===== src/rtl/mips_pc_pkg.sv =====
// Shared encodings for the multicycle PC sequencer: next-PC source codes,
// jump-field FSM states and the default reset PC.
package mips_pc_pkg;

  localparam logic [1:0] PCSRC_SEQ = 2'b00;
  localparam logic [1:0] PCSRC_BR  = 2'b01;
  localparam logic [1:0] PCSRC_JMP = 2'b10;
  localparam logic [1:0] PCSRC_RSV = 2'b11;

  localparam logic [31:0] DEFAULT_RESET_PC = 32'h0000_0000;

  typedef enum logic {
    S_NOIR = 1'b0,
    S_IRV  = 1'b1
  } pc_state_e;

  // J-type target: upper nibble of the already-incremented PC, word index, byte offset.
  function automatic logic [31:0] jump_target(input logic [31:0] pc, input logic [25:0] jf);
    return {pc[31:28], jf, 2'b00};
  endfunction

endpackage


===== src/rtl/pc_src_sel.sv =====
// Combinational next-PC selector. The reserved source code holds the
// current PC and is flagged as illegal for the caller's fault logic.
module pc_src_sel
  import mips_pc_pkg::*;
(
  input  logic [1:0]  pcsource,
  input  logic [31:0] aluresult,
  input  logic [31:0] aluout,
  input  logic [31:0] jumptarget,
  input  logic [31:0] pc,
  output logic [31:0] next_pc,
  output logic        illegal
);

  // 4:1 source mux with reserved-code decode
  always_comb begin
    next_pc = pc;
    illegal = 1'b0;
    case (pcsource)
      PCSRC_SEQ: next_pc = aluresult;
      PCSRC_BR:  next_pc = aluout;
      PCSRC_JMP: next_pc = jumptarget;
      default: begin
        next_pc = pc;
        illegal = 1'b1;
      end
    endcase
  end

endmodule


===== src/rtl/pc_jump_seq.sv =====
// Program-counter sequencer: PC register, latched jump field, J-type target
// formation, redirect pulse, sticky fault and debug counters.
module pc_jump_seq
  import mips_pc_pkg::*;
#(
  parameter logic [31:0] RESET_PC = DEFAULT_RESET_PC,
  parameter int          CNT_W    = 32
) (
  input  logic             Clk,
  input  logic             Rst,
  input  logic             IRWrite,
  input  logic [31:0]      Instr,
  input  logic             PCWrite,
  input  logic             PCWriteCond,
  input  logic             Zero,
  input  logic [1:0]       PCSource,
  input  logic [31:0]      ALUResult,
  input  logic [31:0]      ALUOut,
  output logic [31:0]      PC,
  output logic [31:0]      JumpTarget,
  output logic             JumpSel,
  output logic             Redirect,
  output logic             Fault,
  output logic [CNT_W-1:0] InstrCount,
  output logic [CNT_W-1:0] JumpCount
);

  pc_state_e        state_p0, state_nxt;
  logic [31:0]      pc_p0;
  logic [25:0]      jfield_p0;
  logic             redirect_p0;
  logic             fault_p0;
  logic [CNT_W-1:0] icnt_p0;
  logic [CNT_W-1:0] jcnt_p0;

  logic [31:0]      next_pc;
  logic             src_illegal;
  logic             we;
  logic             jump_req;
  logic             jump_noir;
  logic             load;
  logic             instr_unused;

  // The opcode bits are decoded elsewhere; only the jump field is kept here.
  assign instr_unused = ^Instr[31:26];

  assign we         = PCWrite | (PCWriteCond & Zero);
  assign jump_req   = we & (PCSource == PCSRC_JMP);
  assign jump_noir  = jump_req & (state_p0 == S_NOIR);
  assign load       = we & ~src_illegal & ~jump_noir;

  assign JumpTarget = jump_target(pc_p0, jfield_p0);
  assign JumpSel    = (PCSource == PCSRC_JMP);
  assign PC         = pc_p0;
  assign Redirect   = redirect_p0;
  assign Fault      = fault_p0;
  assign InstrCount = icnt_p0;
  assign JumpCount  = jcnt_p0;

  pc_src_sel u_src_sel (
    .pcsource   (PCSource),
    .aluresult  (ALUResult),
    .aluout     (ALUOut),
    .jumptarget (JumpTarget),
    .pc         (pc_p0),
    .next_pc    (next_pc),
    .illegal    (src_illegal)
  );

  // Jump-field validity FSM: becomes valid on the first IRWrite, only reset clears it
  always_comb begin
    state_nxt = state_p0;
    case (state_p0)
      S_NOIR:  if (IRWrite) state_nxt = S_IRV;
      S_IRV:   state_nxt = S_IRV;
      default: state_nxt = S_NOIR;
    endcase
  end

  // FSM state register
  always_ff @(posedge Clk) begin
    if (Rst) state_p0 <= S_NOIR;
    else     state_p0 <= state_nxt;
  end

  // PC commit, jump-field latch, redirect pulse and sticky fault
  always_ff @(posedge Clk) begin
    if (Rst) begin
      pc_p0       <= RESET_PC;
      jfield_p0   <= '0;
      redirect_p0 <= 1'b0;
      fault_p0    <= 1'b0;
    end else begin
      if (load) pc_p0 <= next_pc;
      // The jump in this same cycle already consumed the old field via JumpTarget.
      if (IRWrite) jfield_p0 <= Instr[25:0];
      redirect_p0 <= load & ((PCSource == PCSRC_BR) | (PCSource == PCSRC_JMP));
      if (we & (src_illegal | jump_noir)) fault_p0 <= 1'b1;
    end
  end

  // Debug counters, wrapping naturally at CNT_W bits
  always_ff @(posedge Clk) begin
    if (Rst) begin
      icnt_p0 <= '0;
      jcnt_p0 <= '0;
    end else begin
      if (IRWrite) icnt_p0 <= icnt_p0 + 1'b1;
      if (load && (PCSource == PCSRC_JMP)) jcnt_p0 <= jcnt_p0 + 1'b1;
    end
  end

endmodule


===== config.mk =====
export PLATFORM = sky130hd
export DESIGN_NAME = pc_jump_seq
export DESIGN_NICKNAME = d
export VERILOG_FILES = /design/src/rtl/mips_pc_pkg.sv /design/src/rtl/pc_src_sel.sv /design/src/rtl/pc_jump_seq.sv
export SDC_FILE = /design/constraint.sdc
export NUM_CORES = 1
export LEC_CHECK = 0
export ABC_AREA = 1
export CAP_MARGIN = 40
export CORE_ASPECT_RATIO = 2
export CORE_MARGIN = 8
export CORE_UTILIZATION = 46
export CTS_CLUSTER_SIZE = 24
export DETAILED_ROUTE_END_ITERATION = 12
export PLACE_DENSITY = 0.81
export SLEW_MARGIN = 20
export SYNTH_ARGS = -nofsm -noshare
export SYNTH_HDL_FRONTEND = slang
export SYNTH_HIERARCHICAL = 1
export SYNTH_SLANG_ARGS = --single-unit

===== constraint.sdc =====
create_clock -name Clk -period 2.2 [get_ports Clk]
set_clock_uncertainty 0.15 [all_clocks]
set_input_delay 0.22 -clock Clk [delete_from_list [all_inputs] [get_ports Clk]]
set_output_delay 0.22 -clock Clk [all_outputs]
set_load 0.01 [all_outputs]

==> results.yml <==
logic_synthesis:
  syn_area_per_cell_um2: 6.60
  yosysSeqAreaShare_pct: 37.4
  synth_area_um2: 6700
  ys_ff_latch: 125
  yosysTopAreaCell: "dfxtp_1"
  postSynthCellCount: 1015
  synth-main-ff-cell: "dfxtp_1"
  synth_area_leaders: "dfxtp_1 37%, nand2_1 12%, nand3_1 10%"
  yosysWarnings: 6
  synth_top_area_share_pct: 37.4
  ys_types: 37
  async_reset_ff_share_pct: 0
  synth_most_common_cell: "nand2_1"
  synth_edf_count: 0
  yosys-top-cells-count: "222 x nand2_1, 165 x nor2_1, 136 x nand3_1, 125 x dfxtp_1, 68 x inv_1"
setup_path:
  worstSetupPathType: "flop to primary output"
  end_kind: "primary output"
  path_cells: "clkdlybuf4s50_1"
  reg2reg_depth: 8
  required_ns: 1.83
  cp-start-kind: "flop"
  crit_arrival_ns: 1.50
  crit_cells: 1
  worstPathMaxFanout: 7
  cpLargestDelayFamily: "buffers and inverters"
  path_buf_inv: 1
  crit_path_max_incr_delay_ns: 0.60
  cp_slowest_cell: "clkdlybuf4s50_1"
timing:
  hold_viol: 0
  period_share_pct: 85.1
  worstMarginPinSlew_ns: 0.706
  maxSlewHeadroom_pct: 53.0
  maxSlewViolCount: 0
  fmax_mhz: 534
  setup_viol_count_final: 0
  tns_ns: 0
  rsz0062_at_grt: "false"
  period_needed_ns: 1.87
die:
  io_pins: 235
  dieArea_um2: 18900
  placementRows: 62
  fp.dieW_um: 101
  start_util_pct: 46.9
  core_um2: 14300
  die_y_um: 187
cells_and_area:
  antenna_cells: 0
  stdcell_count: 1426
  num-fill-cells: 1294
  area_growth_pct: 44.2
  drive_gt1_share_pct: 7.21
  layout.nets: 1330
grt:
  antenna_found_initial: 0
  grt_pass1_wl_um: 37800
  grt_pass1_vias: 7459
  gr-usage-all-layers_pct: 25.3
  grt-ovfl-total: 0
  grt_max_degree: 62
worst_hold_path:
  hp-class: "primary input to flop"
  hold_path_depth: 4
detailed_routing:
  vias: 7635
  drc: 0
  ant_nets: 0
  vias_per_cell: 5.35
  wirelength_um: 24100
  wl_per_cell_um: 16.9
  drt_first_pass_iters: 5
  drt_iter0_drc: 388
placed_design:
  dp.final_hpwl_um: 17400
  dp_cells: 1396
  port_buffers: 226
  gp_congestion: 0.912
clock_tree:
  clk_latency_ns: 0.42
  htree_levels: 4
  cts_buffers: 17
  clkTransAtPathRegs_ns: 0.06
  hold_buffers: 0
  cts_tree: "yes"
  cts_setup_buffers: 0
  clockBufferDepth: 2
  post_cts_resized: 0
  cts_num_sinks: 125
  clockRootBuffer: "clkbuf_16"
flow_run:
  max_cap_violations: 0
power:
  power.leakage_nw: 3.52
  power_density_nw_per_um2: 638
  irDropWorstVdd_mv: 0.580
status:
  outcome: "completed"
-- final cells by class --
class | count | area [µm²] | area share, %
clock buffer | 24 | 502 | 5.20
clock inverter | 6 | 108 | 1.11
inverter | 72 | 273 | 2.82
multi-input combinational | 763 | 3610 | 37.4
sequential | 125 | 2500 | 25.9
tap | 192 | 240 | 2.49
timing repair buffer | 244 | 2420 | 25.1
-- stage by stage --
stage / utilization [%] / instance area, µm² / hold slack (ns) / setup WS [ns] / total power [mW]
final: 67.6 / 9660 / 0.0449 / 0.328 / 6.16
after floorplan: - / 6710 / 0.205 / 0.553 / 2.83
after global routing: 67.6 / 9660 / 0.0634 / 0.168 / 6.36
after detailed placement: 63.4 / 9050 / 0.321 / 0.177 / 3.27
after global placement: 63.4 / 9050 / 0.315 / 0.179 / 3.26
after CTS: 67.6 / 9660 / 0.0295 / 0.320 / 6.20
-- path summary, 6_finish.rpt --
kind                                       end      startpoint  slack [ns]
worst max-delay path            InstrCount[15]  InstrCount[15]        0.33
worst min-delay path                  Redirect     PCSource[0]        0.04
worst max register to register  InstrCount[14]   InstrCount[1]        0.37
worst min register to register          PC[27]          PC[27]        0.33
-- power breakdown --
group | switching, mW | internal, mW
registers | 0.0628 | 2.34
logic | 0.413 | 0.412
clock network | 1.02 | 1.92
-- state kept, by name, summed over array words and instances (netlist names) --
name	count
InstrCount	32
JumpCount	32
PC	32
jfield_p0	26
Fault	1
Redirect	1
state_p0	1
-- worst min-delay path, cell delays in order --
cell and delay, ns:
buf_2 0.11, inv_1 0.06, ha_1 0.13, nor3_1 0.04
-- per-layer routing --
metal	track usage (%)	wire, µm	up-vias
li1	-	-	3742
met1	23.9	8420	3527
met2	47.2	12900	302
met3	4.96	1710	64
met4	16.0	1090	0
met5	0	0	-
-- layout by cell type, fill, tap and decap left out, drive strengths merged --
master and count:
o21ai 41, nand2 229, o21bai 5, nand3 139, nor3b 3, bufinv 3
xor2 5, and3 5, clkbuf 24, nand4 47, ha 3, inv 72
buf 21, o21a 4, dfxtp 125, conb 4, a21oi 67, clkdlybuf4s50 223
clkinv 2, nor2 184, clkinvlp 1, xnor2 1, a22oi 1, nand3b 2
nor3 23
-- logic make-up (layout without fill, tap and decap cells) --
group,after synthesis,in the layout,synth area share [%]
other cells,1,4,0.0560
simple gates,632,632,43.0
flops,125,125,37.4
xor+xnor,6,6,0.785
fa+ha+maj,3,3,0.561
buf+inv,130,346,8.91
compound gates,118,118,9.30
No activity file was read; power rests on OpenSTA's default activity.
